--- src/rtl/fp_mul_round_pipeline.sv ---
// fp_mul_round_pipeline: FP32 significand multiply, normalize, round and pack with IEEE flags, 3-stage pipeline.
module fp_mul_round_pipeline #(
  parameter int LATENCY = 3
) (
  input  logic        clk,
  input  logic        rst,
  input  logic        valid_in,
  input  logic [31:0] in1,
  input  logic [31:0] in2,
  input  logic        special_case,
  input  logic [31:0] special_result,
  input  logic        input_is_invalid,
  input  logic        input_is_flushed,
  input  logic [2:0]  rounding_mode,
  output logic [31:0] out,
  output logic        overflow,
  output logic        underflow,
  output logic        inexact,
  output logic        invalid_operation,
  output logic        valid_out
);
  if (LATENCY != 3) begin : g_bad_latency
    $error("fp_mul_round_pipeline supports only LATENCY == 3");
  end
  // Sideband = {special_case, special_result, input_is_invalid, input_is_flushed, rounding_mode}
  logic [37:0] side_d, side_a_q, side_b_q;
  logic        v_a_q, v_b_q, v_c_q;
  logic [47:0] p_d, p_a_q;
  logic [9:0]  e_a_d, e_a_q, e_b_d, e_b_q;
  logic        sign_a_q, sign_b_q;
  logic [22:0] m_b_d, m_b_q;
  logic        g_b_d, g_b_q, s_b_d, s_b_q;
  assign side_d = {special_case, special_result, input_is_invalid, input_is_flushed, rounding_mode};
  assign p_d    = 48'({1'b1, in1[22:0]}) * 48'({1'b1, in2[22:0]});
  assign e_a_d  = {2'b0, in1[30:23]} + {2'b0, in2[30:23]} - 10'd127;
  always_comb begin
    m_b_d = p_a_q[47] ? p_a_q[46:24] : p_a_q[45:23];
    g_b_d = p_a_q[47] ? p_a_q[23] : p_a_q[22];
    s_b_d = p_a_q[47] ? |p_a_q[22:0] : |p_a_q[21:0];
    e_b_d = e_a_q + {9'd0, p_a_q[47]};
  end
  logic        sc, inv, fl;
  logic [31:0] sr;
  logic [2:0]  rm;
  logic        inc, carry, ovf, unf, to_inf;
  logic [22:0] m_r;
  logic [9:0]  e_r;
  logic [31:0] out_d, out_q;
  logic        ovf_d, unf_d, inx_d, inv_d;
  logic        ovf_q, unf_q, inx_q, inv_q;
  assign {sc, sr, inv, fl, rm} = side_b_q;
  always_comb begin
    inc = rm == 3'd1 ? 1'b0 :
          rm == 3'd2 ? sign_b_q & (g_b_q | s_b_q) :
          rm == 3'd3 ? ~sign_b_q & (g_b_q | s_b_q) :
          rm == 3'd4 ? g_b_q : g_b_q & (s_b_q | m_b_q[0]);
    {carry, m_r} = {1'b0, m_b_q} + {23'd0, inc};
    e_r = e_b_q + {9'd0, carry};
    ovf = $signed(e_r) >= 10'sd255;
    unf = $signed(e_r) <= 10'sd0;
    to_inf = rm == 3'd1 ? 1'b0 : rm == 3'd2 ? sign_b_q : rm == 3'd3 ? ~sign_b_q : 1'b1;
    out_d = inv ? 32'h7FC0_0000 :
            sc  ? sr :
            ovf ? {sign_b_q, to_inf ? 31'h7F80_0000 : 31'h7F7F_FFFF} :
            unf ? {sign_b_q, 31'd0} : {sign_b_q, e_r[7:0], m_r};
    ovf_d = v_b_q & ~inv & ~sc & ovf;
    unf_d = v_b_q & ~inv & ~sc & ~ovf & unf;
    inx_d = v_b_q & ~inv & (sc ? fl & (sr[30:0] == 31'd0) : ovf | unf | g_b_q | s_b_q);
    inv_d = v_b_q & inv;
  end
  always_ff @(posedge clk) begin
    if (!rst) begin
      {v_a_q, v_b_q, v_c_q} <= '0;
      {side_a_q, side_b_q} <= '0;
      {p_a_q, e_a_q, sign_a_q} <= '0;
      {m_b_q, g_b_q, s_b_q, e_b_q, sign_b_q} <= '0;
      {out_q, ovf_q, unf_q, inx_q, inv_q} <= '0;
    end else begin
      {v_a_q, v_b_q, v_c_q} <= {valid_in, v_a_q, v_b_q};
      {side_a_q, side_b_q} <= {side_d, side_a_q};
      {p_a_q, e_a_q, sign_a_q} <= {p_d, e_a_d, in1[31] ^ in2[31]};
      {m_b_q, g_b_q, s_b_q, e_b_q, sign_b_q} <= {m_b_d, g_b_d, s_b_d, e_b_d, sign_a_q};
      {out_q, ovf_q, unf_q, inx_q, inv_q} <= {out_d, ovf_d, unf_d, inx_d, inv_d};
    end
  end
  assign out               = out_q;
  assign overflow          = ovf_q;
  assign underflow         = unf_q;
  assign inexact           = inx_q;
  assign invalid_operation = inv_q;
  assign valid_out         = v_c_q;
endmodule

--- config.mk ---
export PLATFORM = sky130hd
export DESIGN_NAME = fp_mul_round_pipeline
export DESIGN_NICKNAME = d
export VERILOG_FILES = /design/src/rtl/fp_mul_round_pipeline.sv
export SDC_FILE = /design/constraint.sdc
export NUM_CORES = 2
export LEC_CHECK = 0
export BUFFER_PORTS_ARGS = -buffer_cell sky130_fd_sc_hd__buf_2
export CORE_AREA = 2 2 229 231
export CTS_CLUSTER_SIZE = 30
export DETAILED_ROUTE_END_ITERATION = 7
export DIE_AREA = 0 0 231 233
export PLACE_DENSITY_LB_ADDON = 0.3
export RECOVER_POWER = 50
export REMOVE_ABC_BUFFERS = 1
export SYNTH_ARGS = -nofsm -noshare
export SYNTH_HDL_FRONTEND = slang
export SYNTH_SLANG_ARGS = --single-unit
--- constraint.sdc ---
create_clock -name clk -period 19.85 [get_ports clk]
set_input_delay 3.97 -clock clk [delete_from_list [all_inputs] [get_ports clk]]
set_output_delay 3.97 -clock clk [all_outputs]
set_load 0.1 [all_outputs]
==> impl_metrics.yaml <==
final_layout:
  multi_input_area_sq_mm: 0.0194
  seq_area_sq_mm: 0.00420
  fillers: 4688
  drive_gt1_share_pct: 6.18
  synthToLayoutAreaGrowth_pct: 5.93
  n_antenna_cell: 0
  finalInstanceArea_sq_mm: 0.0280
  final_net_count: 3731
  finalNonFillerCells: 3642
logic_synthesis:
  yosys.area.top_type: "fa_1"
  synth_common_cells: "596 x inv_1, 483 x fa_1, 337 x and2_1"
  synth.distinct_cells: 65
  netlist_instances: 2927
  synthArstFlopShare_pct: 0
  synth_top_area_share_pct: 36.5
  synth_flop_cell: "dfxtp_1"
  yosysSeqAreaShare_pct: 15.9
  synthesis.area_sq_mm: 0.0265
  synth-edff-count: 0
  syn_avg_cell_area_sq_um: 9.05
  yosys_warnings: 0
  yosysMostFrequentCell: "inv_1"
  ys_ff_latch: 210
  yosys-top-cells-area: "fa_1 37%, dfxtp_1 16%, ha_1 9.2%"
placement:
  gp_congestion: 0.997
  dpl.hpwl_um: 53800
  portBuffers: 141
  placed_area_sq_mm: 0.0274
  dp_cells: 3608
timing:
  finalSetupTns_ns: 0
  skew_ns: 0.0120
  relSlewSlack_pct: -100
  maxSlewViolCount: 151
  finalCriticalPeriod_ns: 11.16
  rsz0062_at_grt: "no"
  final.period_utilization_pct: 56.2
  max_freq_ghz: 0.0896
  hold_viol_final: 0
  final-setup-viol-count: 0
  tightest_slew_ns: 3.01
clocking:
  cts-buffers-inserted: 19
  clk_path_buf_depth: 3
  cts_tree: "yes"
  cts.clk_slew.worst_paths_ns: 0.07
  worst_skew_pair.late_latency_ns: 0.49
  postCtsResizedCells: 0
  cts.sinks: 210
  holdBufCountCts: 0
  htreeDepth: 1
  cts-root-buf: "clkbuf_16"
  post_cts_buffers: 0
setup_path:
  r2r_cells: 21
  startpoint_type: "input port"
  crit_required_ns: 20.26
  reg2reg_to: "out[14]"
  r2r_slack_ns: 14.29
  cp_max_fo: 16
  criticalPathCategory: "input port to register"
  crit_end: "p_a_q[47]"
  reg2reg_from: "side_b_q[0]"
  arrival_ns: 11.56
  cp-startpoint: "in2[0]"
  setup.worst_path.end_class: "register"
floorplanning:
  pin_count: 142
  initial_core_util_pct: 51.8
  dieHeight_um: 233
  dieArea_sq_mm: 0.0538
  core-area_sq_mm: 0.0511
  row_count: 83
  die_w_um: 231
run_status:
  violations: "capacitance limit, slew limit"
  status: "finished, violations left"
global_routing:
  grt_pass1_vias: 20412
  antenna_found_initial: 0
  grt_max_degree: 92
  grtUsageTotal_pct: 25.7
  grt_pass1_wl_um: 109000
  gr-total-overflow: 0
min_path:
  hold_class: "register to register"
routing:
  totalWireLength_um: 67000
  drc: 0
  ant_nets: 0
  first_pass_iters: 6
  drt_iter0_drc: 1371
  viasPerCell: 5.31
  wire_per_inst_um: 18.4
  vias: 19333
flow_run:
  drv_cap: 2
layer usage:
| metal | global-route usage (%) | part of all wire (%) |
|---|---|---|
| met2 | 42.3 | 46 |
| met5 | 0 | 0 |
| met1 | 35.4 | 44 |
| met4 | 7.12 | 2.9 |
| met3 | 3.65 | 7.7 |
final cells by class:
class | count | share of cell area [%]
Clock buffer | 20 | 1.74
Clock inverter | 14 | 0.442
Inverter | 600 | 8.03
Multi-Input combinational cell | 1973 | 69.2
Sequential cell | 210 | 15.0
Tap cell | 680 | 3.03
Timing Repair Buffer | 145 | 2.59
logic make-up after synthesis:
group	share of synthesized area [%]
DFF	15.9
adders and majority gates	45.7
muxes	1.17
AOI/OAI and AO/OA	5.31
xor gates and xnor gates	2.32
and+or+nand+nor	18.8
buffers and inverters	10.8
cells in the final DEF (no fill, tap or decap), drive strengths merged, types with 20 or more instances in the layout:
cell type | netlist | routed
a211oi | 21 | 21
a21o | 29 | 29
a21oi | 67 | 67
and2 | 337 | 337
buf | 19 | 141
clkbuf | 125 | 24
dfxtp | 210 | 210
fa | 483 | 483
ha | 194 | 194
inv | 597 | 600
mux2i | 31 | 31
nand2 | 302 | 302
nand3 | 39 | 39
nand4 | 20 | 20
nor2 | 140 | 140
nor2b | 29 | 29
nor3 | 35 | 35
o21ai | 34 | 34
xnor2 | 38 | 38
xor2 | 32 | 32
registers in the layout (all words and copies together), names as in the netlist:
name	flops
out	32
e_b_q	10
invalid_operation	1
side_b_q	38
v_b_q	1
valid_out	1
s_b_q	1
underflow	1
overflow	1
e_a_q	10
sign_b_q	1
inexact	1
p_a_q	48
m_b_q	23
g_b_q	1
sign_a_q	1
side_a_q	38
v_a_q	1
metrics by stage:
| step | setup slack, ns | hold WS (ns) | util, % |
|---|---|---|---|
| after global routing | 8.38 | 0.446 | 54.9 |
| after CTS | 9.26 | 0.429 | 54.9 |
| after detailed placement | 8.73 | 0.418 | 53.7 |
| after global placement | 8.87 | 0.414 | 53.7 |
| final | 8.69 | 0.423 | 54.9 |
| after floorplan | 9.71 | 0.412 | - |
worst max-delay path: stages:
cell and delay [ns]:
clkbuf_1 0.64, clkinv_1 0.63, nor2_1 0.30, fa_1 0.45, fa_1 0.54, inv_1 0.06, fa_1 0.51, fa_1 0.52
inv_1 0.06, fa_1 0.45, fa_1 0.51, inv_1 0.05, fa_1 0.47, inv_1 0.04, ha_1 0.42, and3_1 0.24
nand3_1 0.12, or3_1 0.44, and3_4 0.22, o2111a_2 0.30, or4_1 0.52, o211ai_1 0.09
worst min path at each step:
stage / from / endpoint / cells past startpoint / slack (ns)
4_1_cts: side_a_q[6] / side_b_q[6] / 1 / 0.43
5_1_grt: side_a_q[7] / side_b_q[7] / 1 / 0.45
3_3_place_gp: side_a_q[7] / side_b_q[7] / 1 / 0.41
3_5_place_dp: side_a_q[33] / side_b_q[33] / 1 / 0.42
2_1_floorplan: side_a_q[0] / side_b_q[0] / 1 / 0.41
6_report: side_a_q[6] / side_b_q[6] / 1 / 0.42
Power is not shown: default switching activity piles up to over one toggle a cycle in this logic, so the estimate is an artifact.
